===== src/rtl/multdiv_pkg.sv =====
// Shared definitions for the multdiv arbitration slice.
// Contents: lane count, operation codes and the arbiter FSM state encoding.
package multdiv_pkg;

    localparam int LANES = 4;

    localparam logic OP_MULT = 1'b0;
    localparam logic OP_DIV  = 1'b1;

    typedef enum logic [1:0] {
        ST_IDLE  = 2'd0,
        ST_ISSUE = 2'd1,
        ST_WAIT  = 2'd2,
        ST_RESP  = 2'd3
    } arb_state_t;

endpackage


===== src/rtl/multdiv_arbiter_rr_pick4.sv =====
// rr_pick4: combinational round-robin picker for four lanes.
// Ports:
//   req[3:0]  in   request vector
//   ptr[1:0]  in   lane with highest priority; the scan wraps from 3 to 0
//   gnt[3:0]  out  one-hot winner (zero when no request)
//   idx[1:0]  out  binary index of the winner (zero when no request)
//   any       out  at least one lane is requesting
module rr_pick4
    import multdiv_pkg::*;
(
    input  logic [LANES-1:0] req,
    input  logic [1:0]       ptr,
    output logic [LANES-1:0] gnt,
    output logic [1:0]       idx,
    output logic             any
);

    logic [1:0] lane;

    always_comb begin
        gnt  = '0;
        idx  = '0;
        any  = 1'b0;
        lane = '0;
        for (int i = 0; i < LANES; i++) begin
            // Two-bit addition wraps naturally from lane 3 back to lane 0.
            lane = ptr + i[1:0];
            if (!any && req[lane]) begin
                any       = 1'b1;
                gnt[lane] = 1'b1;
                idx       = lane;
            end
        end
    end

endmodule


===== src/rtl/multdiv_arbiter.sv =====
// multdiv_arbiter: shares one multdiv unit among four requester lanes.
// Round-robin arbitrates, drives the operand mux select, issues a one-cycle
// multiply/divide start pulse, waits for completion and returns the
// registered result to the granted lane.
//
// Ports:
//   clock, reset           rising-edge clock, synchronous active-high reset
//   req[3:0], req_op[3:0]  per-lane request level and operation (0 mul, 1 div)
//   grant[3:0]             one-hot grant, held from ISSUE through RESP
//   mux_sel[1:0]           granted lane index for both operand muxes
//   ctrl_MULT, ctrl_DIV    one-cycle start pulses to the multdiv core
//   data_resultRDY         multdiv completion
//   data_exception         multdiv exception flag
//   data_result[31:0]      multdiv result
//   resp_valid[3:0]        one-hot, one-cycle response strobe
//   resp_result[31:0]      registered result, valid with resp_valid
//   resp_exception         registered exception, valid with resp_valid
//
// Build option: define MULTDIV_ARB_TIMEOUT_EN to abandon a WAIT after
// TIMEOUT_CYCLES cycles and answer with result 0 and exception 1.
// All outputs come straight from flops.
module multdiv_arbiter
    import multdiv_pkg::*;
#(
    parameter int TIMEOUT_CYCLES = 40
) (
    input  logic              clock,
    input  logic              reset,
    input  logic [LANES-1:0]  req,
    input  logic [LANES-1:0]  req_op,
    output logic [LANES-1:0]  grant,
    output logic [1:0]        mux_sel,
    output logic              ctrl_MULT,
    output logic              ctrl_DIV,
    input  logic              data_resultRDY,
    input  logic              data_exception,
    input  logic [31:0]       data_result,
    output logic [LANES-1:0]  resp_valid,
    output logic [31:0]       resp_result,
    output logic              resp_exception
);

    arb_state_t       state_q, state_d;
    logic [1:0]       ptr_q, ptr_d;
    logic [LANES-1:0] grant_q, grant_d;
    logic [1:0]       mux_sel_q, mux_sel_d;
    logic             op_q, op_d;
    logic             mult_q, mult_d;
    logic             div_q, div_d;
    logic [LANES-1:0] resp_valid_q, resp_valid_d;
    logic [31:0]      resp_result_q, resp_result_d;
    logic             resp_exc_q, resp_exc_d;

`ifdef MULTDIV_ARB_TIMEOUT_EN
    localparam int CNT_W = $clog2(TIMEOUT_CYCLES + 1);
    logic [CNT_W-1:0] cnt_q, cnt_d;
`endif

    logic [LANES-1:0] pick_gnt;
    logic [1:0]       pick_idx;
    logic             pick_any;

    rr_pick4 u_pick (
        .req (req),
        .ptr (ptr_q),
        .gnt (pick_gnt),
        .idx (pick_idx),
        .any (pick_any)
    );

    always_comb begin
        state_d       = state_q;
        ptr_d         = ptr_q;
        grant_d       = grant_q;
        mux_sel_d     = mux_sel_q;
        op_d          = op_q;
        mult_d        = 1'b0;
        div_d         = 1'b0;
        resp_valid_d  = '0;
        resp_result_d = resp_result_q;
        resp_exc_d    = resp_exc_q;
`ifdef MULTDIV_ARB_TIMEOUT_EN
        cnt_d         = cnt_q;
`endif
        unique case (state_q)
            ST_IDLE: begin
                grant_d = '0;
                if (pick_any) begin
                    grant_d   = pick_gnt;
                    mux_sel_d = pick_idx;
                    op_d      = req_op[pick_idx];
                    // The start pulse is registered here so it is visible
                    // during the ISSUE cycle itself.
                    mult_d    = (req_op[pick_idx] == OP_MULT);
                    div_d     = (req_op[pick_idx] == OP_DIV);
                    state_d   = ST_ISSUE;
                end
            end
            ST_ISSUE: begin
                // Completion is ignored here; the core has only just started.
`ifdef MULTDIV_ARB_TIMEOUT_EN
                cnt_d   = '0;
`endif
                state_d = ST_WAIT;
            end
            ST_WAIT: begin
                if (data_resultRDY) begin
                    resp_result_d = data_result;
                    resp_exc_d    = data_exception;
                    resp_valid_d  = grant_q;
                    state_d       = ST_RESP;
                end
`ifdef MULTDIV_ARB_TIMEOUT_EN
                // A completion on the limit cycle takes the branch above.
                else if (cnt_q == CNT_W'(TIMEOUT_CYCLES)) begin
                    resp_result_d = '0;
                    resp_exc_d    = 1'b1;
                    resp_valid_d  = grant_q;
                    state_d       = ST_RESP;
                end else begin
                    cnt_d = cnt_q + 1'b1;
                end
`endif
            end
            ST_RESP: begin
                ptr_d   = mux_sel_q + 2'd1;
                grant_d = '0;
                state_d = ST_IDLE;
            end
            default: state_d = ST_IDLE;
        endcase
    end

    always_ff @(posedge clock) begin
        if (reset) begin
            state_q       <= ST_IDLE;
            ptr_q         <= '0;
            grant_q       <= '0;
            mux_sel_q     <= '0;
            op_q          <= OP_MULT;
            mult_q        <= 1'b0;
            div_q         <= 1'b0;
            resp_valid_q  <= '0;
            resp_result_q <= '0;
            resp_exc_q    <= 1'b0;
`ifdef MULTDIV_ARB_TIMEOUT_EN
            cnt_q         <= '0;
`endif
        end else begin
            state_q       <= state_d;
            ptr_q         <= ptr_d;
            grant_q       <= grant_d;
            mux_sel_q     <= mux_sel_d;
            op_q          <= op_d;
            mult_q        <= mult_d;
            div_q         <= div_d;
            resp_valid_q  <= resp_valid_d;
            resp_result_q <= resp_result_d;
            resp_exc_q    <= resp_exc_d;
`ifdef MULTDIV_ARB_TIMEOUT_EN
            cnt_q         <= cnt_d;
`endif
        end
    end

    assign grant          = grant_q;
    assign mux_sel        = mux_sel_q;
    assign ctrl_MULT      = mult_q;
    assign ctrl_DIV       = div_q;
    assign resp_valid     = resp_valid_q;
    assign resp_result    = resp_result_q;
    assign resp_exception = resp_exc_q;

endmodule

===== config.mk =====
export PLATFORM = sky130hd
export DESIGN_NAME = multdiv_arbiter
export DESIGN_NICKNAME = d
export VERILOG_FILES = /design/src/rtl/multdiv_pkg.sv /design/src/rtl/multdiv_arbiter_rr_pick4.sv /design/src/rtl/multdiv_arbiter.sv
export SDC_FILE = /design/constraint.sdc
export NUM_CORES = 1
export LEC_CHECK = 0
export ABC_AREA = 1
export CORE_MARGIN = 10
export CORE_UTILIZATION = 23
export DETAILED_ROUTE_END_ITERATION = 7
export PLACE_DENSITY = 0.59
export SYNTH_ARGS = -nofsm -noshare
export SYNTH_HDL_FRONTEND = slang
export SYNTH_SLANG_ARGS = --single-unit
export TNS_END_PERCENT = 10

===== constraint.sdc =====
create_clock -name clock -period 2.4 [get_ports clock]
set_input_delay 0.48 -clock clock [delete_from_list [all_inputs] [get_ports clock]]
set_output_delay 0.48 -clock clock [all_outputs]
set_load 0.02 [all_outputs]

==> qor.csv <==
metric;value;unit
Synth Net Count;370;
Mapped Area;0.002301;mm²
yosys warns;0;
routed wire length;6457;µm
type of the most critical hold path;reg2reg;
WL/cell;11.94;µm
worst slew pin tran;0.2760;ns
total die area;0.01440;mm²
Avg Inst Size Synth;7.328;µm²
CTS H-Tree Depth;2;
final hold vios;0;
setup slack, reg-to-reg;0.34;ns
vias per inst;4.133;
Yosys top cell by area;dfxtp_1;
outcome;complete, no violations;
Worst Setup End Kind;flop;
Die X-Extent;120.0;µm
Peak Freq;0.4849;GHz
core area;0.009774;mm²
Post-synth EDFFs;0;
Nets;463;
Max Root-Sink Buffers;2;
Antenna Cells;0;
CTS root buffer;clkbuf_8;
# clock sinks;49;
Area Overhead vs Synth;50.08;%
commonest cells after routing, fill and taps aside;clkdlybuf4s50_1 (88), nor2_1 (72), dfxtp_1 (49);
crit start category;flop;
ys flop type;dfxtp_1;
DRT iter0 DRCs;117;
initial antenna violation count;0;
Tcrit/Tclk final;85.93;%
CP max FO;8;
largest cells by area after synthesis;dfxtp_1 (43%), nor2_1 (12%), o21ai_0 (8.5%), nand2_1 (6.9%), ha_1 (6.5%);
Peak VDD IR;0.0003869;V
vias in the first global route;2257;
most common cell after layout, fill and taps aside;clkdlybuf4s50_1;
asr flop ratio synth;0;%
Setup TNS Final;0;ns
largest net degree at the start of global routing;21;
Yosys reg bits;49;
placer congestion estimate;0.8073;
share of layout cells above drive strength 1;9.804;%
Clk Latency, worst-skew pair;0.29;ns
Synth cell types;25;
chip height;120.0;µm
cts hold-fix bufs;0;
post-synthesis sequential area ratio;42.63;%
IO Count;89;
clk slew on worst S/H paths;0.09;ns
Max-cap violations;0;
RSZ-0062 raised after global routing;no;
first-pass GRT wire length;10670;µm
drt first pass iters;5;
HPWL after DPL;5184;µm
Post-CTS Resized;0;
# setup viols final;0;
routed vias;2236;
synthesized instance count;314;
gr usage total;8.686;%
Routed Antenna Nets;0;
final slew viol count;0;
DRC errors left;0;
Num CTS Buffers;5;
Overflow after GRT;0;
WP data required;2.60;ns
port bufs;88;
row count;36;
Worst EP arrival;2.26;ns
pwr dens;880.0;mW/mm²
Fill cells;1060;
Slew headroom;81.58;%
Pleak;1.375;nW
Initial Utilization;23.54;%
share of the synthesized area in the top cell type;42.63;%
worst hold slack;0.4499;ns
worst setup path category;reg2reg;
CTS tree;built;
post-CTS setup buffers;0;
setup skew after layout;0.006334;ns
min Tclk post-route;2.062;ns
[power by group]
group / switching [mW] / leakage [nW] / total [mW] / internal, mW
Sequential: 0.102 / 0.399 / 1.09 / 0.989
Combinational: 0.855 / 0.930 / 1.48 / 0.623
Clock: 0.267 / 0.0450 / 0.470 / 0.203
Total: 1.22 / 1.37 / 3.04 / 1.82
[kinds of logic (layout without fill, tap and decap cells)]
group / after synthesis / in the layout / share of synthesized area, %
simple gates: 150 / 150 / 29.74
compound gates: 61 / 61 / 13.92
flops: 49 / 49 / 42.63
buf+inv: 41 / 135 / 6.797
fa+ha+maj: 12 / 12 / 6.525
xor+xnor: 1 / 1 / 0.3807
[sequential cells by signal, indices dropped and copies added (netlist names)]
register / count
state_q: 2
ctrl_DIV: 1
grant: 4
resp_valid: 4
resp_exception: 1
ptr_q: 2
resp_result: 32
mux_sel: 2
ctrl_MULT: 1
[worst max-delay path: stages (launching register included)]
cell	delay, ns
dfxtp_1	0.49
inv_1	0.10
ha_1	0.43
inv_1	0.12
nand3_1	0.10
nand2_1	0.11
inv_1	0.11
nand3_2	0.11
nand3_1	0.11
nand2_2	0.08
clkinv_1	0.06
nand3_2	0.06
nand2_1	0.06
nor2_1	0.04
[metrics by stage]
| stage | util (%) | power [mW] | instance area, µm² | setup WS [ns] | cells |
|---|---|---|---|---|---|
| 2_1_floorplan | - | 2.015 | 2301 | 0.4809 | 314 |
| 3_3_place_gp | 34.49 | 2.576 | 3371 | 0.3308 | 533 |
| 3_5_place_dp | 34.49 | 2.608 | 3371 | 0.2752 | 533 |
| 4_1_cts | 35.33 | 3.091 | 3453 | 0.3302 | 541 |
| 5_1_grt | 35.33 | 3.300 | 3453 | 0.08731 | 541 |
| 6_report | 35.33 | 3.039 | 3453 | 0.3378 | 541 |
[Yosys cell counts, types with 3 or more instances]
cell type	count
dfxtp_1	49
clkbuf_1	9
nand3_2	7
nand2_2	10
o21ai_1	3
ha_1	12
nand3_1	12
a21oi_1	13
o21ai_0	39
inv_1	27
nand2_1	42
nor2_1	72
[metal layers]
layer | wire [µm] | track usage (%) | part of all wire, %
met3 | 483 | 3.704 | 7.5
met1 | 2873 | 9.841 | 44
met4 | 17 | 1.131 | 0.26
met5 | 0 | 0 | 0
met2 | 3083 | 15.20 | 48
[area by class of cell]
| class | count | area [µm²] | area share (%) |
|---|---|---|---|
| clock buffers | 6 | 72.57 | 2.101 |
| flip-flops and latches | 49 | 980.9 | 28.41 |
| inverters | 31 | 118.9 | 3.442 |
| clock inverters | 2 | 10.01 | 0.2899 |
| multi-input cells | 224 | 1164 | 33.70 |
| repair buffers | 96 | 940.9 | 27.25 |
| well taps | 133 | 166.4 | 4.819 |
[path summary, 6_finish.rpt]
check | end | startpoint | cells past startpoint
min | resp_valid[1]$_SDFF_PP0_ | grant[1]$_SDFFE_PP0P_ | 2
max reg2reg | ctrl_MULT$_SDFF_PP0_ | ptr_q[1]$_SDFFE_PP0N_ | 13
max | ctrl_MULT$_SDFF_PP0_ | ptr_q[1]$_SDFFE_PP0N_ | 13
min reg2reg | resp_valid[1]$_SDFF_PP0_ | grant[1]$_SDFFE_PP0P_ | 2
(Power assumes the default switching activity.)
